$ cat src/rtl/lcd_cmd_sequencer.sv
// LCD command sequencer: runs the HD44780 8-bit power-up/init sequence, then
// forwards formatter bytes to the enable-strobe stage one transfer at a time.
module lcd_cmd_sequencer #(
  parameter int unsigned WAIT_PWRUP_CYC = 750000,
  parameter int unsigned WAIT_4100_CYC  = 205000,
  parameter int unsigned WAIT_1640_CYC  = 82000,
  parameter int unsigned WAIT_42_CYC    = 2100
) (
  input  logic        CLK,
  input  logic        RST_N,
  input  logic        wr_valid,
  output logic        wr_ready,
  input  logic        wr_rs,
  input  logic [7:0]  wr_data,
  output logic        lcd_req,
  output logic        lcd_rs,
  output logic        lcd_rw,
  output logic [7:0]  lcd_data,
  output logic [22:0] wait_time,
  input  logic        lcd_done,
  output logic        init_done
);

  typedef enum logic [2:0] {
    S_PWRUP,
    S_INIT_ISSUE,
    S_INIT_WAIT,
    S_IDLE,
    S_WR_WAIT
  } state_t;

  localparam logic [22:0] PWRUP_LAST = 23'(WAIT_PWRUP_CYC - 1);
  localparam logic [22:0] W_4100     = 23'(WAIT_4100_CYC);
  localparam logic [22:0] W_1640     = 23'(WAIT_1640_CYC);
  localparam logic [22:0] W_42       = 23'(WAIT_42_CYC);
  localparam logic [2:0]  ROM_LAST   = 3'd5;

  state_t      state_q, state_d;
  logic [22:0] cnt_q, cnt_d;
  logic [2:0]  rom_idx_q, rom_idx_d;
  logic        req_d, rs_d, init_d;
  logic [7:0]  data_d;
  logic [22:0] wait_d;
  logic [7:0]  rom_data;
  logic [22:0] rom_wait;

  // Init ROM: command byte and post-command wait for each init step (RS=0)
  always_comb begin
    rom_data = 8'h38;
    rom_wait = W_42;
    case (rom_idx_q)
      3'd0:    begin rom_data = 8'h38; rom_wait = W_4100; end
      3'd1:    begin rom_data = 8'h38; rom_wait = W_4100; end
      3'd2:    begin rom_data = 8'h38; rom_wait = W_42;   end
      3'd3:    begin rom_data = 8'h0C; rom_wait = W_42;   end
      3'd4:    begin rom_data = 8'h01; rom_wait = W_1640; end
      3'd5:    begin rom_data = 8'h06; rom_wait = W_42;   end
      default: begin rom_data = 8'h38; rom_wait = W_42;   end
    endcase
  end

  // Next-state and next-output logic; transfer fields hold unless issued/accepted
  always_comb begin
    state_d   = state_q;
    cnt_d     = cnt_q;
    rom_idx_d = rom_idx_q;
    req_d     = lcd_req;
    rs_d      = lcd_rs;
    data_d    = lcd_data;
    wait_d    = wait_time;
    init_d    = init_done;
    case (state_q)
      S_PWRUP: begin
        cnt_d = cnt_q + 23'd1;
        if (cnt_q == PWRUP_LAST) state_d = S_INIT_ISSUE;
      end
      S_INIT_ISSUE: begin
        rs_d    = 1'b0;
        data_d  = rom_data;
        wait_d  = rom_wait;
        req_d   = 1'b1;
        state_d = S_INIT_WAIT;
      end
      S_INIT_WAIT: begin
        if (lcd_done) begin
          req_d = 1'b0;
          if (rom_idx_q == ROM_LAST) begin
            init_d  = 1'b1;
            state_d = S_IDLE;
          end else begin
            rom_idx_d = rom_idx_q + 3'd1;
            state_d   = S_INIT_ISSUE;
          end
        end
      end
      S_IDLE: begin
        if (wr_valid) begin
          rs_d    = wr_rs;
          data_d  = wr_data;
          // clear (0x01) and return-home (0x02/0x03) are the slow commands
          wait_d  = (!wr_rs && (wr_data[7:2] == 6'd0)) ? W_1640 : W_42;
          req_d   = 1'b1;
          state_d = S_WR_WAIT;
        end
      end
      S_WR_WAIT: begin
        if (lcd_done) begin
          req_d   = 1'b0;
          state_d = S_IDLE;
        end
      end
      default: state_d = S_PWRUP;
    endcase
  end

  // State and output registers, cleared asynchronously
  always_ff @(posedge CLK or negedge RST_N) begin
    if (!RST_N) begin
      state_q   <= S_PWRUP;
      cnt_q     <= '0;
      rom_idx_q <= '0;
      lcd_req   <= 1'b0;
      lcd_rs    <= 1'b0;
      lcd_data  <= '0;
      wait_time <= '0;
      init_done <= 1'b0;
    end else begin
      state_q   <= state_d;
      cnt_q     <= cnt_d;
      rom_idx_q <= rom_idx_d;
      lcd_req   <= req_d;
      lcd_rs    <= rs_d;
      lcd_data  <= data_d;
      wait_time <= wait_d;
      init_done <= init_d;
    end
  end

  assign wr_ready = (state_q == S_IDLE);
  assign lcd_rw   = 1'b0;

endmodule

$ cat config.mk
export PLATFORM = sky130hd
export DESIGN_NAME = lcd_cmd_sequencer
export DESIGN_NICKNAME = d
export VERILOG_FILES = /design/src/rtl/lcd_cmd_sequencer.sv
export SDC_FILE = /design/constraint.sdc
export NUM_CORES = 1
export LEC_CHECK = 0
export ABC_AREA = 0
export BUFFER_PORTS_ARGS = -buffer_cell sky130_fd_sc_hd__buf_2
export CORE_ASPECT_RATIO = 0.5
export CORE_MARGIN = 2
export CORE_UTILIZATION = 43
export DETAILED_ROUTE_END_ITERATION = 8
export PLACE_DENSITY = 0.67
export SKIP_CTS_REPAIR_TIMING = 1
export SKIP_LAST_GASP = 1
export SLEW_MARGIN = 15
export SYNTH_ARGS = -nofsm -noshare
export SYNTH_HDL_FRONTEND = slang
export SYNTH_SLANG_ARGS = --single-unit
$ cat constraint.sdc
create_clock -name CLK -period 1.86 [get_ports CLK]
set_input_delay 0.372 -clock CLK [delete_from_list [all_inputs] [get_ports CLK]]
set_output_delay 0.372 -clock CLK [all_outputs]
set_load 0.01 [all_outputs]
**Word-level counts from Yosys, hierarchy flattened**

Index checks and enable logic that the tools add are counted.

- Flip-flop bits (word level): 63
- Output and inout bits: 36
- Input bits: 13
- Word-level logic and storage cells: 57

- Equality and inequality tests: 14
- Add/subtract/negate cells: 2
- Mux-type cells: 18
- Bitwise operators: 1
- Reduce and logical (&&, ||, !) cells: 14

Operator list:

| cell | count |
|---|---|
| $pmux 23 s2 | 1 |
| $pmux 18 s2 | 1 |
| $add 23x1->23 const B | 1 |
| $eq 23x20->1 const B | 1 |
| $mux 23 | 1 |
| $pmux 6 s3 | 1 |
| $mux 17 | 1 |
| $pmux 8 s2 | 1 |
| $pmux 3 s5 | 1 |
| $mux 3 | 4 |
| $eq 3x2->1 const B | 3 |
| $eq 3x3->1 const B | 3 |
| $reduce_and 3->1 | 3 |
| $mux 8 | 1 |
| $ne 2x2->1 const B | 4 |
| $eq 3x1->1 const B | 2 |
| $logic_not 3->1 | 2 |
| $logic_not 6->1 | 1 |
| $reduce_and 4->1 | 1 |
| $reduce_or 2->1 | 2 |
| $add 3x1->3 const B | 1 |
| $mux 1 | 3 |
| $pmux 1 s3 | 1 |
| $reduce_bool 3->1 | 1 |
| other kinds (8) | 8 |

**Longest topological paths before layout**

- Depth in word-level cells: 5
- Gate-level depth with buffers: 8
- Depth with buffers taken out: 6

**Worst setup path after synthesis**

No wires, ideal clock.

- Kind: register to register
- Start: reg state_q[2]
- End: reg cnt_q[22]
- Setup time: 0.123 ns
- Data required time: 1.737 ns
- Arrival: 1.790 ns
- Slack: -0.052 ns
- Clock period less this slack: 1.912 ns
- Buffers on the path: 2
- Cell stages (with the launch flop): 7
- Cell sequence: dfrtp_1 buf_6 or4b_1 buf_2 nor4_4 nand4_1 xnor2_1

- Cells in the longest elaborated chain, start to end: 1

RTL lines:

| what | RTL line | text |
|---|---|---|
| from (decl) | 38 | `state_t state_q, state_d;` |
| from (signal assigned) | 128 | `state_q <= state_d;` |
| $logic_not 3->1 | 72 | `case (state_q)` |
| to (signal assigned) | 129 | `cnt_q <= cnt_d;` |
| to (decl) | 39 | `logic [22:0] cnt_q, cnt_d;` |

Every way passes these cells.
A chain may end at the register's enable or synchronous reset.

**Final worst setup path**

- Start: reg state_q[2]
- End: out wr_ready

- Cells in the longest elaborated chain, start to end: 1

RTL lines:

| what | RTL line | text |
|---|---|---|
| $eq 3x2->1 | 139 | `assign wr_ready = (state_q == S_IDLE);` |
| to (decl) | 12 | `output logic wr_ready,` |

Every way passes these cells.

==> flow_metrics.py <==
metrics = {
    "status": {
        "status": "completed",
    },
    "finish": {
        "n_antenna_cell": 0,
        "nFillCells": 440,
        "area.sequential_um2": 1126,
        "final_common_cell": "dfrtp_1",
        "fin_area_um2": 2635,
        "syn_to_final_growth_pct": 16.61,
        "layout.nets": 283,
        "multi_input_area_um2": 987.2,
        "fin_cells": 336,
        "drive_gt1_share_pct": 24.44,
        "final_cell_mix": "dfrtp_1 (45), buf_2 (35), nand2_1 (20)",
        "final_util_pct": 52.70,
    },
    "timing": {
        "fin_skew_ps": 8.958,
        "drv_slew": 0,
        "max_slew.worst_pin.slew_ps": 507.1,
        "finalSetupViolations": 0,
        "finalWorstSetupSlack_ps": 86.27,
        "post-route-min-period_ps": 1774,
        "rsz0062_at_grt": "yes",
        "timing.slew.headroom_pct": 66.19,
        "hold_viol": 0,
        "post-route-period-util_pct": 95.36,
        "worst_hold_slack_ps": 42.61,
        "max_clock_freq_mhz": 563.8,
    },
    "floorplanning": {
        "rows": 18,
        "die_area_um2": 5886,
        "fp.dieH_um": 55.26,
        "core-area_um2": 5000,
        "initial_core_util_pct": 45.20,
        "die_w_um": 106.5,
        "pin_count": 49,
    },
    "synthesis": {
        "async_flop_share_pct": 100.0,
        "synth_seq_cells": 45,
        "yosysUniqueCellTypes": 41,
        "syn_inst": 220,
        "yosysTopAreaCell": "dfrtp_1",
        "synth_ff_type": "dfrtp_1",
        "seq_area_frac_synth_pct": 49.83,
        "yosys_warnings": 0,
        "synth_edf_count": 0,
        "synth_area_um2": 2260,
        "yosysTopAreaCellShare_pct": 49.83,
        "synth_area_leaders": "dfrtp_1 (50%), xnor2_1 (6.6%), buf_4 (6.3%)",
        "syn_area_per_cell_um2": 10.27,
    },
    "critical_path": {
        "worstPathMaxFanout": 8,
        "worstPathArrival_ps": 1400,
        "crit_type": "register to primary output",
        "end_kind": "primary output",
        "crit_path_start_kind": "register",
        "cp.required_ps": 1490,
        "rrSetupSlack_ps": 160,
    },
    "route": {
        "drc": 0,
        "first_pass_iters": 4,
        "drtIter0Drc": 106,
        "via_count": 1670,
        "avgRoutedWirePerCell_um": 12.77,
        "viasPerCell": 4.970,
        "wirelength_um": 4292,
        "ant_nets": 0,
    },
    "power_and_ir_drop": {
        "powerDensity_nw_per_um2": 1309,
        "internal_power_mw": 2.261,
        "sw_frac_of_total_pct": 34.45,
        "power_frac_seq_pct": 42.7,
        "p_leak_nw": 1.294,
        "clkPwrFrac_pct": 21.7,
        "p_sw_mw": 1.189,
        "peakVddDrop_v": 0.0005556,
        "comb_power_share_pct": 35.6,
    },
    "cts": {
        "numCtsBuffers": 5,
        "clk_latency_ps": 290,
        "root_buffer": "clkbuf_8",
        "clockBufferDepth": 2,
        "cts_num_sinks": 45,
        "cts_tree": "yes",
        "path_clk_slew_ps": 80,
        "h-tree-depth": 2,
    },
    "grt": {
        "grt_pass1_vias": 1623,
        "grt_pass1_wl_um": 7334,
        "grt_start_max_net_pins": 24,
        "antenna_found_initial": 0,
        "grt_overflow_total": 0,
        "gr-usage-all-layers_pct": 15.53,
    },
    "worst_hold_path": {
        "min_path_type": "primary input to async pin",
    },
    "job": {
        "drv_cap": 0,
    },
    "place": {
        "placed_cell_area_um2": 2499,
        "dp.cells": 326,
        "dp_slack_ps": -17.42,
        "dp_hpwl_um": 3234,
        "port_buffers": 35,
        "routabilityCongestion": 0.7871,
    },
}
==> per-stage QoR <==
stage                     TNS, ps  power (mW)
final                           0       3.450
after global placement          0       2.670
after CTS                  -189.0       3.467
after floorplan                 0       2.348
after global routing       -2.416       3.724
after detailed placement   -20.25       2.705
==> layer usage <==
| metal | GRT usage [%] | part of all wire (%) |
|---|---|---|
| met1 | 20.71 | 48 |
| met2 | 25.64 | 46 |
| met3 | 3.542 | 5.1 |
| met4 | 4.453 | 0.82 |
| met5 | 0 | 0 |
==> state kept, by name, indices dropped and copies added (netlist names) <==
signal and flops:
lcd_req 1, init_done 1, lcd_data 8, rom_idx_q 3, wait_time 5, state_q 3, cnt_q 23, lcd_rs 1
==> critical path: stages, from the launching register on <==
cell and delay (ps):
dfrtp_1 380, buf_4 160, and2b_2 240, nand2_1 80, inv_2 110, buf_2 140
==> synthesized netlist by cell type (all sizes together), types with 3 or more instances <==
cell	count
clkbuf	4
ha	5
inv	6
xor2	6
a22o	3
nand2	20
o21ai	9
xnor2	17
nor4	5
a21oi	5
nor2	16
nand4	12
and3	4
dfrtp	45
a31oi	4
nor3	5
buf	21
nand3	9
==> kinds of logic after synthesis <==
| kind of cell | after synthesis | synth area share, % |
|---|---|---|
| other cells | 1 | 0.1660 |
| mux | 2 | 0.9966 |
| buf+inv | 31 | 8.693 |
| xor+xnor | 23 | 8.915 |
| fa+ha+maj | 5 | 2.769 |
| simple gates | 81 | 19.44 |
| flops | 45 | 49.83 |
| compound gates | 32 | 9.192 |
==> path summary, 6_finish.rpt <==
check | start | end | depth (start not counted)
worst max-delay path | state_q[2] | wr_ready | 5
worst min-delay path | RST_N | state_q[0] | 1
worst max register to register | state_q[2] | cnt_q[22] | 4
worst min register to register | lcd_data[2] | lcd_data[2] | 2
max in group asynchronous | RST_N | lcd_data[1] | 2
min in group CLK | wr_data[7] | lcd_data[7] | 2
==> power groups by stage <==
| stage | logic (mW) | registers, mW | clock network, mW |
|---|---|---|---|
| after global routing | 1.39 | 1.52 | 0.815 |
| after detailed placement | 1.21 | 1.50 | 0 |
| after global placement | 1.20 | 1.47 | 0 |
| after floorplan | 0.805 | 1.54 | 0 |
| final | 1.23 | 1.47 | 0.749 |
| after CTS | 1.22 | 1.48 | 0.772 |
==> final cells by class <==
type	count	share of cell area, %
multi-input cells	156	37.46
clock inverters	1	1.140
repair buffers	51	11.21
well taps	70	3.324
clock buffers	7	3.276
inverters	6	0.8547
flip-flops and latches	45	42.73
No activity file was read; power rests on OpenSTA's default activity.
